### src/rtl/mem_port_arbiter.sv
// mem_port_arbiter
// Shares the processor's single 32-bit memory port between instruction fetch
// and the load/store path. Each requester holds req (plus its address/data)
// until it sees a combinational gnt. The granted request is registered onto
// mem_*. The transaction then runs until mem_ready, and a one-cycle rvalid
// pulse goes back to the requester that owned the transaction.
// Data requests win arbitration. A saturating streak counter forces a fetch
// grant after MAX_D_STREAK consecutive data grants made while fetch waited.
//
// Ports:
//   clk, reset           clock; asynchronous active-low reset
//   i_req/i_addr/i_gnt   fetch request, word address, accept
//   i_rvalid/i_rdata     fetch response pulse and data (data holds)
//   d_req/d_we/d_addr/d_wdata/d_gnt
//                        load/store request (d_we==0 is a load), accept
//   d_rvalid/d_rdata     load data / store-complete pulse, load data (holds)
//   mem_req/mem_we/mem_addr/mem_wdata
//                        registered memory request, stable per transaction
//   mem_rdata/mem_ready  memory read data and completion strobe

module mem_port_arbiter #(
    parameter int unsigned MAX_D_STREAK = 4   // 1..15
) (
    input  logic        clk,
    input  logic        reset,
    input  logic        i_req,
    input  logic [31:0] i_addr,
    output logic        i_gnt,
    output logic        i_rvalid,
    output logic [31:0] i_rdata,
    input  logic        d_req,
    input  logic [3:0]  d_we,
    input  logic [31:0] d_addr,
    input  logic [31:0] d_wdata,
    output logic        d_gnt,
    output logic        d_rvalid,
    output logic [31:0] d_rdata,
    output logic        mem_req,
    output logic [3:0]  mem_we,
    output logic [31:0] mem_addr,
    output logic [31:0] mem_wdata,
    input  logic [31:0] mem_rdata,
    input  logic        mem_ready
);

    typedef enum logic [1:0] {
        IDLE   = 2'd0,
        BUSY_I = 2'd1,
        BUSY_D = 2'd2
    } state_t;

    localparam logic [3:0] STREAK_MAX = 4'(MAX_D_STREAK);

    state_t     state, state_next;
    logic [3:0] streak;
    logic       accept;
    logic       grant_i, grant_d;

    // Arbitration and next state. A new request can only be taken when the
    // port is free or the current transaction finishes this cycle. That
    // overlap is what gives back-to-back transactions with no bubble.
    always_comb begin
        // NOTE: every signal written here gets a default first, so no path
        // leaves a value unassigned and no latch is inferred.
        state_next = state;
        grant_i    = 1'b0;
        grant_d    = 1'b0;
        accept     = (state == IDLE) || mem_ready;

        // NOTE: the reset input also gates the grants. While reset is held,
        // the state reads IDLE, and without this gate the arbiter would
        // still hand out a grant that nothing would ever serve.
        if (reset && accept) begin
            if (d_req && (!i_req || (streak < STREAK_MAX))) begin
                grant_d = 1'b1;
            end else if (i_req) begin
                grant_i = 1'b1;
            end
        end

        if (grant_d) begin
            state_next = BUSY_D;
        end else if (grant_i) begin
            state_next = BUSY_I;
        end else if ((state != IDLE) && mem_ready) begin
            state_next = IDLE;
        end
    end

    assign i_gnt = grant_i;
    assign d_gnt = grant_d;

    // mem_req comes straight from the state register. It is therefore
    // registered, and it drops as soon as the asynchronous reset hits.
    assign mem_req = (state != IDLE);

    always_ff @(posedge clk or negedge reset) begin
        if (!reset) begin
            state <= IDLE;
        end else begin
            // NOTE: sequential state is always updated with non-blocking
            // assignments, so every flop samples pre-edge values.
            state <= state_next;
        end
    end

    // Request registers, streak counter and response registers.
    always_ff @(posedge clk or negedge reset) begin
        if (!reset) begin
            mem_we    <= 4'd0;
            mem_addr  <= 32'd0;
            mem_wdata <= 32'd0;
            streak    <= 4'd0;
            i_rvalid  <= 1'b0;
            d_rvalid  <= 1'b0;
            i_rdata   <= 32'd0;
            d_rdata   <= 32'd0;
        end else begin
            // The responses use the pre-edge state and mem_we. These still
            // describe the finishing transaction, even when a new one is
            // granted in the same cycle.
            i_rvalid <= (state == BUSY_I) && mem_ready;
            d_rvalid <= (state == BUSY_D) && mem_ready;
            if ((state == BUSY_I) && mem_ready) begin
                i_rdata <= mem_rdata;
            end
            // A store completion pulses d_rvalid but leaves d_rdata alone.
            if ((state == BUSY_D) && mem_ready && (mem_we == 4'd0)) begin
                d_rdata <= mem_rdata;
            end

            if (grant_d) begin
                mem_we    <= d_we;
                mem_addr  <= d_addr;
                mem_wdata <= d_wdata;
                // The streak only grows while fetch is actually waiting.
                if (i_req) begin
                    streak <= (streak < STREAK_MAX) ? streak + 4'd1 : STREAK_MAX;
                end else begin
                    streak <= 4'd0;
                end
            end else if (grant_i) begin
                mem_we   <= 4'd0;
                mem_addr <= i_addr;
                streak   <= 4'd0;
            end else if ((state != IDLE) && mem_ready) begin
                // The port goes idle. Clear the enables so no stale write
                // strobe remains, and keep the address and data as they are.
                mem_we <= 4'd0;
            end
        end
    end

endmodule

### config.mk
export PLATFORM = sky130hd
export DESIGN_NAME = mem_port_arbiter
export DESIGN_NICKNAME = d
export VERILOG_FILES = /design/src/rtl/mem_port_arbiter.sv
export SDC_FILE = /design/constraint.sdc
export NUM_CORES = 1
export LEC_CHECK = 0
export CAP_MARGIN = 20
export CELL_PAD_IN_SITES_DETAIL_PLACEMENT = 0
export CELL_PAD_IN_SITES_GLOBAL_PLACEMENT = 1
export CORE_UTILIZATION = 28
export DETAILED_ROUTE_END_ITERATION = 16
export PLACE_DENSITY = 0.87
export SYNTH_ARGS = -nofsm -noshare
export SYNTH_HDL_FRONTEND = slang
export SYNTH_SLANG_ARGS = --single-unit
### constraint.sdc
create_clock -name clk -period 1.65 [get_ports clk]
set_clock_uncertainty 0.2 [all_clocks]
set_input_delay 0.2475 -clock clk [delete_from_list [all_inputs] [get_ports clk]]
set_output_delay 0.2475 -clock clk [all_outputs]
set_load 0.01 [all_outputs]
==> out/qor.tcl <==
set qor(stdcell_count) 1014
set qor(async_flop_share) 1.00
set qor(number_of_enable_flip_flop_cells_after_synthesis) 0
set qor(yosys.area_share.adder) 0.00218
set qor(route.vias.total) 4547
set qor(grt_first_pass_wirelength_um) 25700
set qor(placed_cell_count) 964
set qor(synth.mux.area_fraction) 0.190
set qor(cts-buffers-inserted) 17
set qor(drt-vias-per-instance) 4.48
set qor(grt_overall_usage) 0.158
set qor(vias_in_the_first_global_route) 4671
set qor(critical_path_arrival_ns) 1.53
set qor(first_iter_violations) 164
set qor(synth_area_leader_cell) {sky130_fd_sc_hd__dfrtp_1}
set qor(synth-seq-area-share) 0.610
set qor(gr-total-overflow) 0
set qor(power.ir.vdd_worst_mv) 0.711
set qor(syn_area_per_cell_um2) 13.7
set qor(final_common_cell) {sky130_fd_sc_hd__dfrtp_1}
set qor(synth-xor-area-share) 0
set qor(layout_common_cells) {sky130_fd_sc_hd__dfrtp_1 (139), sky130_fd_sc_hd__clkdlybuf4s50_1 (135), sky130_fd_sc_hd__dlygate4sd2_1 (131)}
set qor(numPortBuffers) 273
set qor(syn_area_um2) 5750
set qor(crit_type) {register to primary output}
set qor(placedInstanceArea_um2) 8910
set qor(clock_slew_at_reported_path_ffs_ns) 0.06
set qor(synth_compound_gate_area_share) 0.107
set qor(routed_wire_length_per_instance_um) 17.2
set qor(layout-drive-gt1-share) 0.297
set qor(core_area_um2) 20200
set qor(violations) {negative hold slack, negative setup slack}
set qor(clock_latency_ns) 0.41
set qor(clock_sink_count) 140
set qor(rows) 52
set qor(final-setup-viol-count) 83
set qor(path_max_fanout) 2
set qor(htreeDepth) 4
set qor(synthSimpleGateAreaFrac) 0.0179
set qor(die_area_um2) 21100
set qor(timing.max_cap.violations) 0
set qor(tritoncts) {built}
set qor(pin_count_of_the_biggest_net_entering_global_routing) 45
set qor(timing.slew.headroom) 0.643
set qor(timing_max_transition_violations_final) 0
set qor(dp_hpwl_um) 11000
set qor(cts_hold_repair.buffers) 1
set qor(rsz0062_at_grt) {true}
set qor(postSynth.topFlopCell) {sky130_fd_sc_hd__dfrtp_1}
set qor(die_x_um) 145
set qor(crit_path_end_kind) {primary output}
set qor(layout-area-overhead-vs-synth_pct) 74.0
set qor(ctsLongestPathBuffers) 2
set qor(power-per-cell-area_nw_per_um2) 1290
set qor(drtAntennaViolNets) 0
set qor(drcViolationCount) 0
set qor(total_routed_wirelength_um) 17400
set qor(globalplace.congestion) 0.744
set qor(post_synthesis_cells) 418
set qor(layout.core_utilization) 0.496
set qor(worst_slack_ns) -0.327
set qor(p_leak_nw) 4.78
set qor(fin_area_um2) 10000
set qor(final_period_minus_worst_setup_slack_ns) 1.98
set qor(crit_required_ns) 1.20
set qor(initial_core_util) 0.285
set qor(run_status) {finished with violations}
set qor(grt_antenna_before_repair) 1
set qor(holdCritPathClass) {input pin to async pin}
set qor(synth_top_family_by_area) {multiplexers}
set qor(finalCritPeriodShare) 1.20
set qor(yosysUniqueCellTypes) 28
set qor(regToRegStartpoint) {streak[2]$_DFFE_PN0P_}
set qor(startpoint) {streak[2]$_DFFE_PN0P_}
set qor(synth-seq-cells) 140
set qor(synth.top_cell.area_share) 0.610
set qor(floorplan.io_pins) 274
set qor(finalNetCount) 870
set qor(die_y_um) 145
set qor(first_pass_drt_iterations) 4
set qor(critPathLaunchType) {register}
set qor(synth.net_count) 556
set qor(synth-warning-count) 0
set qor(synth_top_cells_by_area) {sky130_fd_sc_hd__dfrtp_1 (61%), sky130_fd_sc_hd__mux2_2 (19%), sky130_fd_sc_hd__inv_1 (4.3%), sky130_fd_sc_hd__a221oi_1 (3.2%), sky130_fd_sc_hd__a221oi_2 (2.9%)}
set qor(worst-slew-pin-transition_ns) 0.535
set qor(finalHoldWorstSlack_ns) -0.244
set qor(clockRootBuffer) {sky130_fd_sc_hd__clkbuf_16}
set qor(fmax_mhz) 506
set qor(hold_viol_final) 42
set qor(worst_slack_placed_ns) -0.573
## sequential cells by signal, indices dropped and copies added (netlist names)
signal	flops
d_rdata	32
d_rvalid	1
i_rdata	32
i_rvalid	1
mem_addr	32
mem_wdata	32
mem_we	4
state	2
streak	4
## logic make-up after synthesis
logic type | count (synthesis)
buffers and inverters | 91
and+or+nand+nor | 13
muxes | 97
AOI/OAI and AO/OA | 76
adders and majority gates | 1
DFF | 140
## synthesized netlist by cell type, types with 2 or more instances
cell,count
sky130_fd_sc_hd__dfrtp_1,140
sky130_fd_sc_hd__mux2_2,96
sky130_fd_sc_hd__inv_1,66
sky130_fd_sc_hd__a21oi_1,32
sky130_fd_sc_hd__a221oi_1,21
sky130_fd_sc_hd__a221oi_2,11
sky130_fd_sc_hd__buf_2,9
sky130_fd_sc_hd__buf_6,9
sky130_fd_sc_hd__clkbuf_1,6
sky130_fd_sc_hd__a22o_1,5
sky130_fd_sc_hd__a32o_1,2
sky130_fd_sc_hd__nand2_1,2
sky130_fd_sc_hd__nor2b_1,2
sky130_fd_sc_hd__o21a_1,2
sky130_fd_sc_hd__o21ai_0,2
## final timing paths
kind,to,slack (ns),cells past startpoint
worst max-delay path,i_gnt,-0.33,4
worst min-delay path,d_rdata[1]$_DFFE_PN0P_,-0.24,2
worst max register to register,mem_addr[2]$_DFFE_PN0P_,-0.23,6
worst min register to register,i_rdata[27]$_DFFE_PN0P_,0.30,1
max in group asynchronous,mem_we[2]$_DFFE_PN0P_,0.59,3
min in group clk,mem_addr[17]$_DFFE_PN0P_,0.18,3
## power breakdown
group          internal, mW  switching (mW)  leakage (nW)
sequential             4.46           0.505          1.65
combinational          2.51            1.76          2.85
clock                  2.20            1.45         0.279
## stage by stage
stage                     total power [mW]  TNS (ns)
final                                 12.9     -9.09
after global routing                  13.6    -15.06
after CTS                             12.6    -11.25
after detailed placement              9.55    -51.22
after global placement                9.44    -46.98
after floorplan                       6.68         0
## layout make-up
cell class                      instances  area [µm²]
Sequential cell                       140        3500
Inverter                               67         256
Fill cell                            1808       10200
Antenna cell                            1        2.50
Timing Repair Buffer                  319        3150
Clock buffer                           18         429
Clock inverter                         12         125
Multi-Input combinational cell        187        2190
Tap cell                              270         338
## repair_timing
item | 4_1_cts | 5_1_grt
gates cloned | 3 | 7
resized for setup | 183 | 84
pin swaps | 4 | 5
buffers inserted | 10 | 4
hold endpoints to repair | 68 | 42
setup endpoints to repair | 241 | 113
## worst max-delay path, cell delays in order (launching register included)
cell                      delay [ns]
sky130_fd_sc_hd__dfrtp_1        0.41
sky130_fd_sc_hd__buf_6          0.14
sky130_fd_sc_hd__nor3b_4        0.17
sky130_fd_sc_hd__and4b_2        0.28
sky130_fd_sc_hd__buf_6          0.13
## layer usage
layer | vias to the layer above | wire [µm] | global-route usage
met5 | - | 0 | 0
met1 | 2261 | 7030 | 0.188
met3 | 17 | 1080 | 0.0497
met4 | 0 | 295 | 0.0595
li1 | 2104 | - | -
met2 | 165 | 9020 | 0.265
(Power assumes the default switching activity.)
